--- src/rtl/down_counter.sv ---
// Loadable down counter / timer with terminal-count pulse, one-shot or periodic reload.
// Optional wrap_cnt output (saturating tc counter) when DOWN_COUNTER_WRAP_CNT_EN is defined.
module down_counter #(
  parameter int WIDTH = 4
) (
  input  logic             clk,
  input  logic             rst,
  input  logic             load,
  input  logic [WIDTH-1:0] load_val,
  input  logic             start,
  input  logic             pause,
  input  logic             auto_reload,
  output logic [WIDTH-1:0] cnt,
  output logic             busy,
  output logic             tc,
  output logic             done
`ifdef DOWN_COUNTER_WRAP_CNT_EN
  ,
  output logic [7:0]       wrap_cnt
`endif
);

  typedef enum logic [1:0] {IDLE, RUN, PAUSE, DONE} state_t;

  state_t           state_reg, state_next;
  logic [WIDTH-1:0] cnt_reg, cnt_next;
  logic [WIDTH-1:0] reload_reg, reload_next;
  logic             tc_reg, tc_next;

  always_ff @(posedge clk or posedge rst) begin
    if (rst) begin
      state_reg  <= IDLE;
      cnt_reg    <= '1;
      reload_reg <= '1;
      tc_reg     <= 1'b0;
    end else begin
      state_reg  <= state_next;
      cnt_reg    <= cnt_next;
      reload_reg <= reload_next;
      tc_reg     <= tc_next;
    end
  end

  always_comb begin
    state_next  = state_reg;
    cnt_next    = cnt_reg;
    reload_next = reload_reg;
    tc_next     = 1'b0;
    if (load) begin
      cnt_next    = load_val;
      reload_next = load_val;
      state_next  = IDLE;
    end else begin
      case (state_reg)
        IDLE: begin
          if (start) state_next = RUN;
        end
        DONE: begin
          if (start) begin
            state_next = RUN;
            cnt_next   = reload_reg;
          end
        end
        RUN, PAUSE: begin
          if (pause) begin
            state_next = PAUSE;
          end else if (cnt_reg != '0) begin
            // tc marks the decrement that lands on zero, so it is registered alongside cnt
            cnt_next   = cnt_reg - WIDTH'(1);
            state_next = RUN;
            tc_next    = (cnt_reg == WIDTH'(1));
          end else if (auto_reload) begin
            cnt_next   = reload_reg;
            state_next = RUN;
          end else begin
            state_next = DONE;
          end
        end
        default: state_next = IDLE;
      endcase
    end
  end

  assign cnt  = cnt_reg;
  assign busy = (state_reg == RUN) || (state_reg == PAUSE);
  assign tc   = tc_reg;
  assign done = (state_reg == DONE);

`ifdef DOWN_COUNTER_WRAP_CNT_EN
  logic [7:0] wrap_cnt_reg, wrap_cnt_next;

  always_comb begin
    wrap_cnt_next = wrap_cnt_reg;
    if (load)
      wrap_cnt_next = 8'd0;
    else if (tc_reg && (wrap_cnt_reg != 8'hFF))
      wrap_cnt_next = wrap_cnt_reg + 8'd1;
  end

  always_ff @(posedge clk or posedge rst) begin
    if (rst) wrap_cnt_reg <= 8'd0;
    else     wrap_cnt_reg <= wrap_cnt_next;
  end

  assign wrap_cnt = wrap_cnt_reg;
`endif

endmodule

--- config.mk ---
export PLATFORM = sky130hd
export DESIGN_NAME = down_counter
export DESIGN_NICKNAME = d
export VERILOG_FILES = /design/src/rtl/down_counter.sv
export SDC_FILE = /design/constraint.sdc
export NUM_CORES = 1
export LEC_CHECK = 0
export CAP_MARGIN = 15
export CORE_AREA = 2 2 43 45
export CTS_BUF_LIST = sky130_fd_sc_hd__clkbuf_16
export DETAILED_ROUTE_END_ITERATION = 7
export DIE_AREA = 0 0 45 47
export HOLD_SLACK_MARGIN = 0.1
export PLACE_DENSITY = 0.74
export SKIP_CTS_REPAIR_TIMING = 1
export SLEW_MARGIN = 20
export SYNTH_ARGS = -nofsm -noshare
export SYNTH_HDL_FRONTEND = slang
export SYNTH_SLANG_ARGS = --single-unit
--- constraint.sdc ---
create_clock -name clk -period 1.8 [get_ports clk]
set_input_delay 0.36 -clock clk [delete_from_list [all_inputs] [get_ports clk]]
set_output_delay 0.36 -clock clk [all_outputs]
set_load 0.01 [all_outputs]
==> metrics.csv <==
stage,metric,value,unit
run_status,status,finished clean,
detailed_routing,drt_iter0_drc,18,
synthesis,synth-main-ff-cell,dfstp_2,
place,portBuffers,16,
synthesis,ys_ff_latch,11,
global_routing,grt_pass1_wl,2773,microns
detailed_routing,drt.antenna.violating_nets,0,
critical_path,end_kind,primary output,
critical_path,startpoint_type,flip-flop,
timing,setup_violations,0,
clock_tree,path_clk_slew,0.04,ns
timing,hold_viol_final,0,
detailed_routing,drtPass1Iterations,4,
synthesis,seq_area_frac_synth,37.94,%
final_layout,n_fill_cell,137,
final_layout,fin_area,1041,sq um
timing,rsz0062_at_grt,no,
synthesis,netlist_area,752.0,sq um
final_layout,drive_above_1_share,26.00,%
timing,finalMaxSlewViolations,0,
detailed_routing,drt-vias-per-instance,5.556,
synthesis,ys_async_sr_fraction,100.0,%
synthesis,synth_edf_count,0,
floorplan,dieHeight,47,microns
detailed_routing,drt_wl_total,1652,microns
timing,tightest_slew,0.4271,ns
global_routing,antenna_found_initial,0,
pwr,p_leak,0.4588,nW
floorplan,initial_core_util,45.53,%
detailed_routing,wl_per_cell,14.12,microns
critical_path,path_class,reg -> out,
synthesis,yosys_warnings,0,
flow_run,max_cap_violations,0,
global_routing,grt_usage,18.36,%
clock_tree,cts_tree,yes,
place,dpl_cell_area,937.1,sq um
timing,skew,0.002944,ns
final_layout,syn2layout_area_growth,38.44,%
pwr,ir_drop,913.7,uV
floorplan,io_pins,17,
place,hpwlAfterDp,1236,microns
clock_tree,cts_buffers,3,
clock_tree,cts_sinks,11,
synthesis,synthesis.nets,90,
critical_path,arrival,1.36,ns
timing,fin_crit_sh,95.36,%
floorplan,core-area,1652,sq um
place,dp_cells,111,
global_routing,grt_max_degree,13,
synthesis,synth_cell_types,39,
final_layout,fin_util,63.03,%
floorplan,num_rows,15,
clock_tree,clockBufferDepth,2,
timing,max_freq,0.5826,GHz
timing,fin_crit,1.716,ns
detailed_routing,vias,650,
synthesis,synth_cells,77,
critical_path,worstPathRequired,1.44,ns
floorplan,dieArea,2115,sq um
final_layout,stdcell_count,117,
global_routing,first_global_vias,647,
critical_path,path_max_fanout,4,
pwr,p_per_area,1193,nW/um^2
floorplan,die_w,45,microns
detailed_routing,drc,0,
timing,max_slew_margin,71.50,%
clock_tree,htreeDepth,1,
final_layout,nNetsFinal,114,
clock_tree,cts-root-buf,clkbuf_16,
final_layout,insertedDiodeCount,0,
synthesis,postSynthAreaPerCell,9.766,sq um
global_routing,overflow,0,
clock_tree,worstSkewPairLatency,0.23,ns
min_path,hold_class,in -> async,
place,gp_congestion,0.8271,
==> metal layers <==
metal	up-vias	GRT usage [%]	share of wire [%]
li1	323	-	-
met1	314	22.04	46
met2	11	31.43	51
met3	2	5.769	2.9
met4	0	5.882	0.61
met5	-	0	0
==> kinds of logic after synthesis <==
logic type / count (synthesis) / synth area share, %
flip-flops: 11 / 37.94
XOR/XNOR: 1 / 1.165
AND/OR/NAND/NOR: 27 / 23.63
multiplexers: 2 / 2.829
AO/OA/AOI/OAI: 21 / 20.97
adder cells (fa/ha/maj): 3 / 4.992
buffers and inverters: 12 / 8.486
==> stage by stage <==
step / worst slack [ns] / hold WS (ns) / TNS [ns] / power [mW]
2_1_floorplan: 0.1881 / 0.2067 / 0 / 0.6727
4_1_cts: -0.04545 / 0.4318 / -0.07900 / 1.239
5_1_grt: 0.01844 / 0.4610 / 0 / 1.322
3_5_place_dp: 0.09520 / 0.4820 / 0 / 0.8286
6_report: 0.08355 / 0.4193 / 0 / 1.242
3_3_place_gp: 0.09803 / 0.4749 / 0 / 0.8168
==> path summary, 6_finish.rpt <==
check	startpoint	end	slack [ns]	cells past startpoint
worst max-delay path	state_reg[0]$_DFFE_PP0P_	done	0.08	2
worst min-delay path	rst	tc$_DFF_PP0_	0.42	2
worst max register to register	cnt[1]$_DFFE_PP1P_	cnt[0]$_DFFE_PP1P_	0.15	6
worst min register to register	reload_reg[3]$_DFFE_PP1P_	reload_reg[3]$_DFFE_PP1P_	0.48	2
max in group asynchronous	rst	reload_reg[1]$_DFFE_PP1P_	1.05	2
min in group clk	reload_reg[3]$_DFFE_PP1P_	reload_reg[3]$_DFFE_PP1P_	0.48	2
==> cell usage after synthesis (all sizes together), types with 2 or more instances <==
| cell | instances | share of area (%) |
|---|---|---|
| a211oi | 2 | 2.0 |
| a21oi | 3 | 2.0 |
| buf | 3 | 4.0 |
| dfrtp | 3 | 10 |
| dfstp | 8 | 28 |
| ha | 3 | 5.0 |
| inv | 8 | 4.0 |
| nand2 | 5 | 2.5 |
| nand2b | 3 | 2.5 |
| nor2 | 6 | 3.0 |
| nor3 | 2 | 1.3 |
| nor4b | 2 | 4.3 |
| o211ai | 2 | 2.0 |
| o21ai | 5 | 3.8 |
==> cell type report <==
type / instances / area (sq um) / share of cell area, %
Sequential cell: 11 / 285.3 / 27.40
Multi-Input combinational cell: 54 / 405.4 / 38.94
Inverter: 8 / 30.03 / 2.885
Timing Repair Buffer: 23 / 220.2 / 21.15
Clock buffer: 3 / 75.07 / 7.212
Clock inverter: 1 / 3.754 / 0.3606
Tap cell: 17 / 21.27 / 2.043
==> power by group <==
| part | internal [mW] | leakage, nW | switching [mW] |
|---|---|---|---|
| combinational | 0.258 | 0.293 | 0.238 |
| sequential | 0.310 | 0.124 | 0.0406 |
| clock | 0.291 | 0.0423 | 0.104 |
==> worst max-delay path, stage by stage (launching register included) <==
cell,delay [ns]
dfrtp_1,0.35
ha_1,0.22
clkdlybuf4s50_1,0.55
==> cells in the final DEF, fill, tap and decap left out, types with 2 or more instances in the layout <==
master           Yosys  final
clkdlybuf4s50_1      0     13
inv_1                8      9
dfstp_2              8      8
buf_4                1      7
nor2_1               6      6
nand2_1              5      5
o21ai_0              4      4
a21oi_1              3      3
nand2b_1             3      3
clkbuf_16            0      3
dlymetal6s2s_1       0      3
dfrtp_1              3      3
a211oi_1             2      2
o211ai_1             2      2
nor3_1               2      2
ha_1                 3      2
No activity file was read; power rests on OpenSTA's default activity.
==> variant 1, RTL diff (config.mk and constraints unchanged) <==
Put one more register stage on the output `tc`, without a reset. The value now appears one clock later. The other outputs are not delayed to match. Comments in the files are not updated.
--- a/src/rtl/down_counter.sv
+++ b/src/rtl/down_counter.sv
@@ -85,3 +85,5 @@
   assign busy = (state_reg == RUN) || (state_reg == PAUSE);
-  assign tc   = tc_reg;
+  always_ff @(posedge clk) begin
+    tc <= tc_reg;
+  end
   assign done = (state_reg == DONE);
Formal check against the unedited RTL: not equivalent (Yosys sat finds a counterexample within 4 cycles, from zero or initial values and one cycle with rst high).
==> variant 1 against the unedited design <==
  * Final area is 5.9% lower
  * Area after synthesis is 7.2% lower
  * Critical path depth stayed put
  * Sequential cell count is 1 higher
  * Total power is 5.7% lower
  * Setup slack better by 6.9 ps
  * Global-route usage is 2.6 points lower
  * Wire length is 13% lower
  * Highest routed layer unchanged
==> variant 1: results (changes against the unedited design) <==
worst slew pin tran: 426.0 ps (-1.129 ps)
Avg WL per Cell: 13.34 µm (-5.5%)
DP Wirelength: 1048 µm (-15%)
met2 Use GR: 25.43% (-6.0 points)
Pleak: 0.4477 nW (-2.4%)
Clock Skew: 1.390 ps (-1.554 ps)
count of cell types in the netlist: 26 (-33%)
via/cell ratio: 5.407 (-2.7%)
syn nets: 83 (-7.8%)
RR Endpoint: cnt[1]
Post-DP Area: 875.8 µm² (-6.5%)
register area share after synthesis: 43.73% (+5.8 points)
status: complete, no violations
critical path peak fanout: 3 (-1)
Iter 0 DRT Violations: 8 (-10)
maximum vdd drop: 0.0006737 V (-26%)
worst hold-check path type: reg2reg
main area contributors after synthesis: dfstp_2, dfrtp_1, mux2i_1
Commonest cells post-synth: inv_1, dfstp_2, nand2_1
grt met1 use: 19.09% (-2.9 points)
vias in the first global route: 534 (-17%)
Storage cell area: 305.3 µm² (+7.0%)
# nets final: 105 (-7.9%)
Synth async-reset ratio: 91.67% (-8.3 points)
worst r2r path cells: 7 (+1)
layout cells sized above 1: 25.27% (-0.73 points)
largest net degree at the start of global routing: 15 (+2)
sw frac: 30.40% (-0.39 points)
first-pass GRT wire length: 2290 µm (-17%)
variant 1: changes by cell type after synthesis, moves of 2 or more:
cell      change
o211ai_1      -2
nand2_1       +2
o21ai_0       +2
inv_1         +2
nand2b_1      -3
nor2_1        -4
mux2i_1       +3
o21ai_1       +3
a211oi_1      +2
variant 1: area by class of cell:
cell class,instances,share of cell area (%)
clock inverter,1,0.3831
multi-input combinational,45,34.61
clock buffer,3,7.663
tap,17,2.171
inverter,10,3.831
sequential,12,31.16
timing repair buffer,20,20.18
variant 1: metal layers:
| layer | up-vias | share of wire (%) |
|---|---|---|
| met3 | 5 | 5.1 |
| met1 | 274 | 45 |
| met2 | 18 | 47 |
| li1 | 287 | - |
| met5 | - | 0 |
| met4 | 0 | 2.3 |
variant 1: worst min path at each step:
stage,slack (ps),to,from,cells past startpoint
floorplan,210,state_reg[0],rst,1
global placement,320,tc,tc_reg,0
detailed placement,340,tc,tc_reg,0
CTS,350,tc,tc_reg,0
global route,350,tc,tc_reg,0
finish,340,tc,tc_reg,0
variant 1: cell families (layout without fill, tap and decap cells):
logic type,count (synthesis),in the layout,share of synthesized area [%]
mux,4,4,5.735
simple gates,16,16,14.70
compound gates,22,22,21.33
flops,12,12,43.73
buf+inv,13,34,9.140
fa+ha+maj,3,3,5.377
variant 1: metrics by stage:
| step | instances | TNS [ps] |
|---|---|---|
| after floorplan | 70 | 0 |
| after global placement | 103 | 0 |
| after detailed placement | 103 | 0 |
| after CTS | 107 | -126.1 |
| after global routing | 108 | 0 |
| final | 108 | 0 |
variant 1: power groups by stage:
stage	logic, mW	registers (mW)	clock network, mW
after floorplan	0.260	0.371	0
after global routing	0.448	0.364	0.424
final	0.407	0.359	0.405
after detailed placement	0.378	0.375	0
after CTS	0.380	0.371	0.413
after global placement	0.368	0.372	0
==> variant 2, RTL diff (same settings) <==
Without the edit above. The parameter `WIDTH` goes from 4 to 3.
--- a/src/rtl/down_counter.sv
+++ b/src/rtl/down_counter.sv
@@ -3,3 +3,3 @@
 module down_counter #(
-  parameter int WIDTH = 4
+  parameter int WIDTH = 3
 ) (
Interface: changed (resized cnt and load_val); port bits go from 17 to 15. No check against the original RTL was run, so the function may have changed too.
==> variant 2 against the unedited design <==
  * Final area fell by 25%
  * Total power fell by 4.9%
  * Synthesized cell count fell by 32%
  * Sequential cell count fell by 2
  * Area after synthesis fell by 29%
  * Largest power group unchanged
  * Setup slack improved by 12 ps
  * Wire length fell by 33%
  * Largest cell class unchanged
  * Clock power fell by 2%
==> variant 2: results (changes against the unedited design) <==
status: complete, no violations
DP Wirelength: 833 µm (-33%)
worst hold-check path type: in2async
IO buf count: 14 (-2)
slowest stage cell, crit path: dfstp_2
clock root buffer: clkbuf_16
main area contributors after synthesis: dfstp_2, dfrtp_1, ha_1
GP Congestion: 0.7642 (-7.6%)
antenna cells: 0 (unchanged)
Post-DP Area: 694.4 µm² (-26%)
first-pass GRT wire length: 2007 µm (-28%)
Commonest cells post-synth: inv_1, dfstp_2, ha_1, nand2_1
TritonCTS Buffers: 3 (unchanged)
Worst-Skew Late Latency: 230 ps (about the same)
DRT Pass-1 Iters: 2 (-2)
initial antenna violation count: 0 (unchanged)
via/cell ratio: 5.092 (-8.3%)
DRT Wirelength: 1100 µm (-33%)
Worst Setup SP: cnt[2]
register area share after synthesis: 43.36% (+5.4 points)
layout cells sized above 1: 20.00% (-6.0 points)
# nets final: 84 (-26%)
Reg clk slew, reported paths: 40 ps (about the same)
Ys Warns: 0 (unchanged)
CTS Buffer Depth: 2 (unchanged)
H-tree levels: 1 (unchanged)
number of fill cells in the layout: 159 (+16%)
Clock Skew: 1.944 ps (-1.001 ps)
critical path peak fanout: 5 (+1)
largest net degree at the start of global routing: 10 (-3)
worst r2r path cells: 5 (-1)
GRT Overall Usage: 13.54% (-4.8 points)
CP peak stage delay: 570 ps (+20 ps)
crit path DAT: 1340 ps (-20 ps)
Synth async-reset ratio: 100.0% (unchanged)
FF-to-FF setup slack: 290 ps (+140 ps)
Pleak: 0.3567 nW (-22%)
syn nets: 65 (-28%)
maximum vdd drop: 0.0008428 V (-7.8%)
count of cell types in the netlist: 26 (-33%)
cell family with most CP delay: flip-flops
Slew Limit Headroom: 76.92% (+5.4 points)
RR Endpoint: cnt[2]
vias in the first global route: 461 (-29%)
R2R Path Start: state_reg[1]
Iter 0 DRT Violations: 10 (-8)
variant 2: changes by cell type after synthesis, sizes merged, moves of 2 or more:
cell,unedited run,this run
o21ai,5,2
dfstp,8,6
a21boi,0,2
nor2,6,2
nand2b,3,1
a32o,0,3
mux2i,1,3
a21oi,3,1
variant 2: worst max-delay path by stage:
stage | cells after the start | to
floorplan | 5 | cnt[2]
global placement | 2 | busy
detailed placement | 2 | busy
CTS | 2 | busy
global route | 1 | cnt[2]
finish | 1 | cnt[2]
variant 2: routing by layer:
layer,routed length [µm],vias to the layer above,part of all wire (%),track usage [%]
met1,524,200,48,16.39
met3,59,4,5.4,2.308
met2,486,12,44,21.43
met5,0,-,0,0
met4,29,0,2.6,10.59
li1,-,227,-,-
variant 2: cell families after synthesis:
group                    count (synthesis)  share of synthesized area [%]
AO/OA/AOI/OAI                           15                          21.45
buffers and inverters                   10                          9.092
AND/OR/NAND/NOR                         11                          11.19
multiplexers                             3                          5.595
adder cells (fa/ha/maj)                  4                          9.324
flip-flops                               9                          43.36
variant 2: stage by stage:
step	total power [mW]	util, %	hold WS, ps	cells	setup WS [ps]
after floorplan	0.6222	-	183.6	52	351.9
after global placement	0.7834	42.05	482.5	83	151.7
after detailed placement	0.7998	42.05	483.6	83	105.7
after CTS	1.194	46.82	406.4	87	-149.5
after global routing	1.262	47.12	430.6	87	75.06
final	1.181	47.12	389.0	87	95.56
variant 2: power breakdown:
group	switching [mW]	internal (mW)	total, mW	leakage (nW)
Combinational	0.230	0.240	0.470	0.212
Clock	0.0966	0.290	0.387	0.0423
Sequential	0.0402	0.283	0.324	0.103
variant 2: final cells by class:
cell class | count | area [µm²] | share of cell area, %
flip-flops and latches | 9 | 232.7 | 29.90
multi-input cells | 33 | 257.7 | 33.12
repair buffers | 16 | 157.7 | 20.26
clock buffers | 3 | 75.07 | 9.646
well taps | 17 | 21.27 | 2.733
clock inverters | 1 | 3.754 | 0.4823
inverters | 8 | 30.03 | 3.859
